===== src/rtl/gpr_port_ctrl.sv =====
// Operand read sequencer (rs1 then rs2) and two-way round-robin write arbiter for a 1R1W GPR file.
// Latency: operands valid 2 cycles after acceptance (3 with rs2); write grant is same-cycle combinational.
// Backpressure: one read in flight, rd_req_ready low until the response is taken; writers hold until ready.
module gpr_port_ctrl #(
   parameter int XLEN       = 32,
   parameter bit RESET_PRIO = 1'b0
) (
   input  logic            clk,
   input  logic            rst,
   input  logic            rd_req_valid,
   output logic            rd_req_ready,
   input  logic [4:0]      rd_rs1,
   input  logic [4:0]      rd_rs2,
   input  logic            rd_need_rs2,
   output logic            rd_resp_valid,
   input  logic            rd_resp_ready,
   output logic [XLEN-1:0] rd_src1,
   output logic [XLEN-1:0] rd_src2,
   input  logic            wb0_valid,
   output logic            wb0_ready,
   input  logic [4:0]      wb0_addr,
   input  logic [XLEN-1:0] wb0_data,
   input  logic            wb1_valid,
   output logic            wb1_ready,
   input  logic [4:0]      wb1_addr,
   input  logic [XLEN-1:0] wb1_data,
   output logic [4:0]      gpr_r1,
   input  logic [XLEN-1:0] gpr_rd1,
   output logic            gpr_we,
   output logic [4:0]      gpr_writer,
   output logic [XLEN-1:0] gpr_wd
);

   typedef enum logic [1:0] {IDLE, RD1, RD2, RESP} state_t;

   typedef struct packed {
      logic [4:0] rs1;
      logic [4:0] rs2;
      logic       need_rs2;
   } rd_req_t;

   state_t          state;
   rd_req_t         req_q;
   logic            prio;
   logic            grant0;
   logic            grant1;
   logic [XLEN-1:0] cap_val;

   // prio names the requester that wins when both are valid
   always_comb begin
      grant0 = wb0_valid && (!wb1_valid || !prio);
      grant1 = wb1_valid && !grant0;
   end

   assign wb0_ready = grant0;
   assign wb1_ready = grant1;

   always_comb begin
      gpr_writer = '0;
      gpr_wd     = '0;
      if (grant0) begin
         gpr_writer = wb0_addr;
         gpr_wd     = wb0_data;
      end else if (grant1) begin
         gpr_writer = wb1_addr;
         gpr_wd     = wb1_data;
      end
   end

   assign gpr_we = (grant0 || grant1) && (gpr_writer != 5'd0);

   always_ff @(posedge clk) begin
      if (rst)
         prio <= RESET_PRIO;
      else if (grant0)
         prio <= 1'b1;
      else if (grant1)
         prio <= 1'b0;
   end

   always_comb begin
      gpr_r1 = '0;
      case (state)
         RD1:     gpr_r1 = req_q.rs1;
         RD2:     gpr_r1 = req_q.rs2;
         default: gpr_r1 = '0;
      endcase
   end

   // The file updates only at the edge, so a same-cycle write to the index is taken from the write port.
   always_comb begin
      if (gpr_r1 == 5'd0)
         cap_val = '0;
      else if (gpr_we && (gpr_writer == gpr_r1))
         cap_val = gpr_wd;
      else
         cap_val = gpr_rd1;
   end

   always_ff @(posedge clk) begin
      if (rst) begin
         state         <= IDLE;
         req_q         <= '0;
         rd_src1       <= '0;
         rd_src2       <= '0;
         rd_req_ready  <= 1'b1;
         rd_resp_valid <= 1'b0;
      end else begin
         case (state)
            IDLE: begin
               if (rd_req_valid) begin
                  req_q        <= '{rs1: rd_rs1, rs2: rd_rs2, need_rs2: rd_need_rs2};
                  rd_req_ready <= 1'b0;
                  state        <= RD1;
               end
            end
            RD1: begin
               rd_src1 <= cap_val;
               if (req_q.need_rs2) begin
                  state <= RD2;
               end else begin
                  rd_src2       <= '0;
                  rd_resp_valid <= 1'b1;
                  state         <= RESP;
               end
            end
            RD2: begin
               rd_src2       <= cap_val;
               rd_resp_valid <= 1'b1;
               state         <= RESP;
            end
            RESP: begin
               if (rd_resp_ready) begin
                  rd_resp_valid <= 1'b0;
                  rd_req_ready  <= 1'b1;
                  state         <= IDLE;
               end
            end
            default: state <= IDLE;
         endcase
      end
   end

endmodule


===== config.mk =====
export PLATFORM = sky130hd
export DESIGN_NAME = gpr_port_ctrl
export DESIGN_NICKNAME = d
export VERILOG_FILES = /design/src/rtl/gpr_port_ctrl.sv
export SDC_FILE = /design/constraint.sdc
export NUM_CORES = 1
export LEC_CHECK = 0
export ABC_AREA = 1
export CORE_MARGIN = 1
export CORE_UTILIZATION = 42
export DETAILED_ROUTE_END_ITERATION = 16
export GPL_ROUTABILITY_DRIVEN = 0
export PLACE_DENSITY = 0.91
export SLEW_MARGIN = 15
export SYNTH_ARGS = -nofsm -noshare
export SYNTH_HDL_FRONTEND = slang
export SYNTH_SLANG_ARGS = --single-unit

===== constraint.sdc =====
create_clock -name clk -period 4.33 [get_ports clk]
set_clock_uncertainty 0.15 [all_clocks]
set_input_delay 1.299 -clock clk [delete_from_list [all_inputs] [get_ports clk]]
set_output_delay 1.299 -clock clk [all_outputs]
set_load 0.02 [all_outputs]

==> run metrics <==
status finished, final reports clean; Vias/cell 5.46; Mapped Area 4280 µm²; Worst EP arrival 2.84 ns; leakage power 2.81 nW; Hold Path Cell Cnt 2; crit-path cells clkdlybuf4s50_1 > nand2_4 > nand2_8 > nand2_1 > inv_2 > buf_12 > a22o_1 > clkdlybuf4s15_2; Syn Area/Cell between 7 and 8 µm²; hpwl dp 12100 µm; commonest cells in the netlist nand2_1 (138), dfxtp_1 (80), a21oi_1 (71), o21ai_0 (49), nand3_1 (43); H-tree Lvls 3; Final Setup Violations 0; relative slew slack 57.1%; gr usage total 31.2%; fmax 233 MHz; Post-layout nets 956; clock-pin slew of the registers on the worst-case setup and hold paths roughly 0.080 ns; Max-Cap Viols 0; multi-input logic area 2350 µm²; Synth cell types 29; Clk network pwr share a little under a fifth; Synth area leaders dfxtp_1 (37%), nand2_1 (12%), a21oi_1 (8.3%); Hold Path Sink rd_src2[24]; Reg area ~1600 µm²; filler instances 802; Layout area overhead 63.1%; Clock Latency Late Sink between 0.3 and 0.4 ns; Starting Density between 40% and 50%; GRT overflow 0; synthesized instance count 591; ys flop type dfxtp_1; PwrDens about 460 nW/µm²; Routed Antenna Nets 0; Die Height about 100 µm; Post-CTS Setup Repair Bufs 0; Die W 103 µm; final period utilization a little over nine tenths; Clock Tree Root clkbuf_8; Final Slew Violations 0; WP depth 8; wire per inst 17.4 µm; pre-CTS setup slack -0.359 ns; post-synthesis register bit count 80; largest net degree at the start of global routing between 60 and 70; CTS tree built; Post-synth EDFFs 0; Routed WL 16800 µm; final setup margin 0.0454 ns; Pre-antenna DRT Iters 5; Core Area just under 10000 µm²; Seq pwr share 30.7%; Fin. Hold Viols 0; ant diodes 0; register area share after synthesis 37.4%; critical path's top delay family buffers and inverters; global-route wire length before repair between 20000 and 30000 µm; Slowest-stage cell, CP clkdlybuf4s50_1; Worst EP required 2.88 ns; switching portion of total power a little over two fifths; Yosys warnings 0; Buf/Inv on CP 4; Tot Pwr 3.21 mW; Critical Path Fanout Max 19; Reg2Reg Capture Point rd_src2[21]; Row Count 36; clk sinks 80; Sw Pwr 1.37 mW; area leader, netlist dfxtp_1; FF-to-FF Start state[1]; die area 10600 µm²; logic gate share of total power 50.5%; number of global-route vias before repair 5244; DR iter-0 viols 211; IO Count ~230; Worst Setup Start Kind input port; Residual DRC 0; Worst Setup End Kind output port; clk buf depth 2; unrepaired setup endpoints after global routing yes; fin crit period between 4 and 5 ns; share of the synthesized area in the top cell type 37.4%; CTS buffer count 9; ratio of cells with drive above 1 in the final layout 16.7%; hold crit path type flop to flop; final core utilization 71.2%; most frequent cell after synthesis nand2_1; Setup CP Type input port to output port; syn nets just over 700; via count 5275; Slew @ Worst Pin 0.643 ns; antenna violations before repair 0; crit-path max cell delay 0.53 ns; maximum vdd drop 0.362 mV; I/O Buffers 233; setup slack, reg-to-reg 1.46 ns; hold buffers post-CTS 0; R2R depth 10; min-delay src rd_src2[24]; internal power 1.83 mW; ys async rst share 0%
==> through the flow <==
stage	cell area, µm²	instances	hold slack, ns	TNS, ns
2_1_floorplan	4280	591	0.305	0
3_3_place_gp	6870	949	0.303	-8.24
3_5_place_dp	6870	949	0.307	-10.70
4_1_cts	7080	965	0.317	-0.0599
5_1_grt	6990	966	0.343	0
6_report	6990	966	0.317	0
==> kinds of logic (layout without fill, tap and decap cells) <==
| group | Yosys count | after routing | synth area share [%] |
|---|---|---|---|
| compound gates | 156 | 156 | 21.3 |
| fa+ha+maj | 5 | 5 | 1.46 |
| buf+inv | 69 | 311 | 8.00 |
| flops | 80 | 80 | 37.4 |
| simple gates | 281 | 281 | 31.8 |
==> worst max path at each step <==
stage               from         end  slack [ns]
3_5_place_dp   wb1_valid  gpr_wd[29]       -0.36
2_1_floorplan  wb1_valid  gpr_wd[22]        0.46
6_report       wb1_valid  gpr_wd[10]        0.05
3_3_place_gp   wb1_valid  gpr_wd[23]       -0.26
5_1_grt        wb1_valid  gpr_wd[10]      0.0002
4_1_cts        wb1_valid  gpr_wd[20]       -0.01
==> placed cells by master, fill, tap and decap left out, types with 7 or more instances in the layout <==
master           netlist  final
a21oi_1               71     71
inv_1                 18     17
buf_4                  7     39
nand2_1              138    138
clkdlybuf4s15_2        0     11
nand2_2               27     27
nand3_1               43     42
nand4_1               32     32
clkbuf_8               0      9
dfxtp_1               80     80
o21ai_0               49     49
nor2_1                27     26
clkbuf_2               0     20
a22o_1                32     32
clkdlybuf4s50_1        0    193
dlygate4sd2_1          0      7
==> timing repair <==
action | CTS | global route
cloned | 0 | 1
resized for setup | 77 | 35
setup endpoints to repair | 39 | 30
endpoints found under the hold margin | 0 | 0
==> registers in the layout (all words and copies together), names as in the netlist <==
name	cells
rd_src2	32
rd_req_ready	1
req_q	11
rd_src1	32
state	2
prio	1
rd_resp_valid	1
==> routing by layer <==
layer | track usage [%] | vias to the layer above | share of wire [%]
li1 | - | 2501 | -
met3 | 6.64 | 48 | 7.5
met2 | 58.4 | 283 | 53
met1 | 32.6 | 2443 | 36
met5 | 0 | - | 0
met4 | 16.8 | 0 | 3.4
==> area by class of cell <==
type,instances,share of cell area (%)
Inverter,20,1.18
Timing Repair Buffer,275,36.8
Tap cell,133,2.38
Clock buffer,11,1.88
Clock inverter,5,1.16
Multi-Input combinational cell,442,33.7
Sequential cell,80,22.9
==> power groups by stage <==
stage | Combinational (mW) | Clock (mW) | Sequential (mW)
global placement | 1.58 | 0 | 0.983
finish | 1.62 | 0.603 | 0.983
global route | 1.75 | 0.643 | 0.998
floorplan | 0.811 | 0 | 1.13
detailed placement | 1.62 | 0 | 0.992
CTS | 1.62 | 0.612 | 0.978
==> worst min-delay path, delay by kind of cell, from the launching register on <==
family,cells,cell delay (ns)
AOI/OAI and AO/OA,1,0.05
DFF,1,0.32
and+or+nand+nor,1,0.06
No activity file was read; power rests on OpenSTA's default activity.
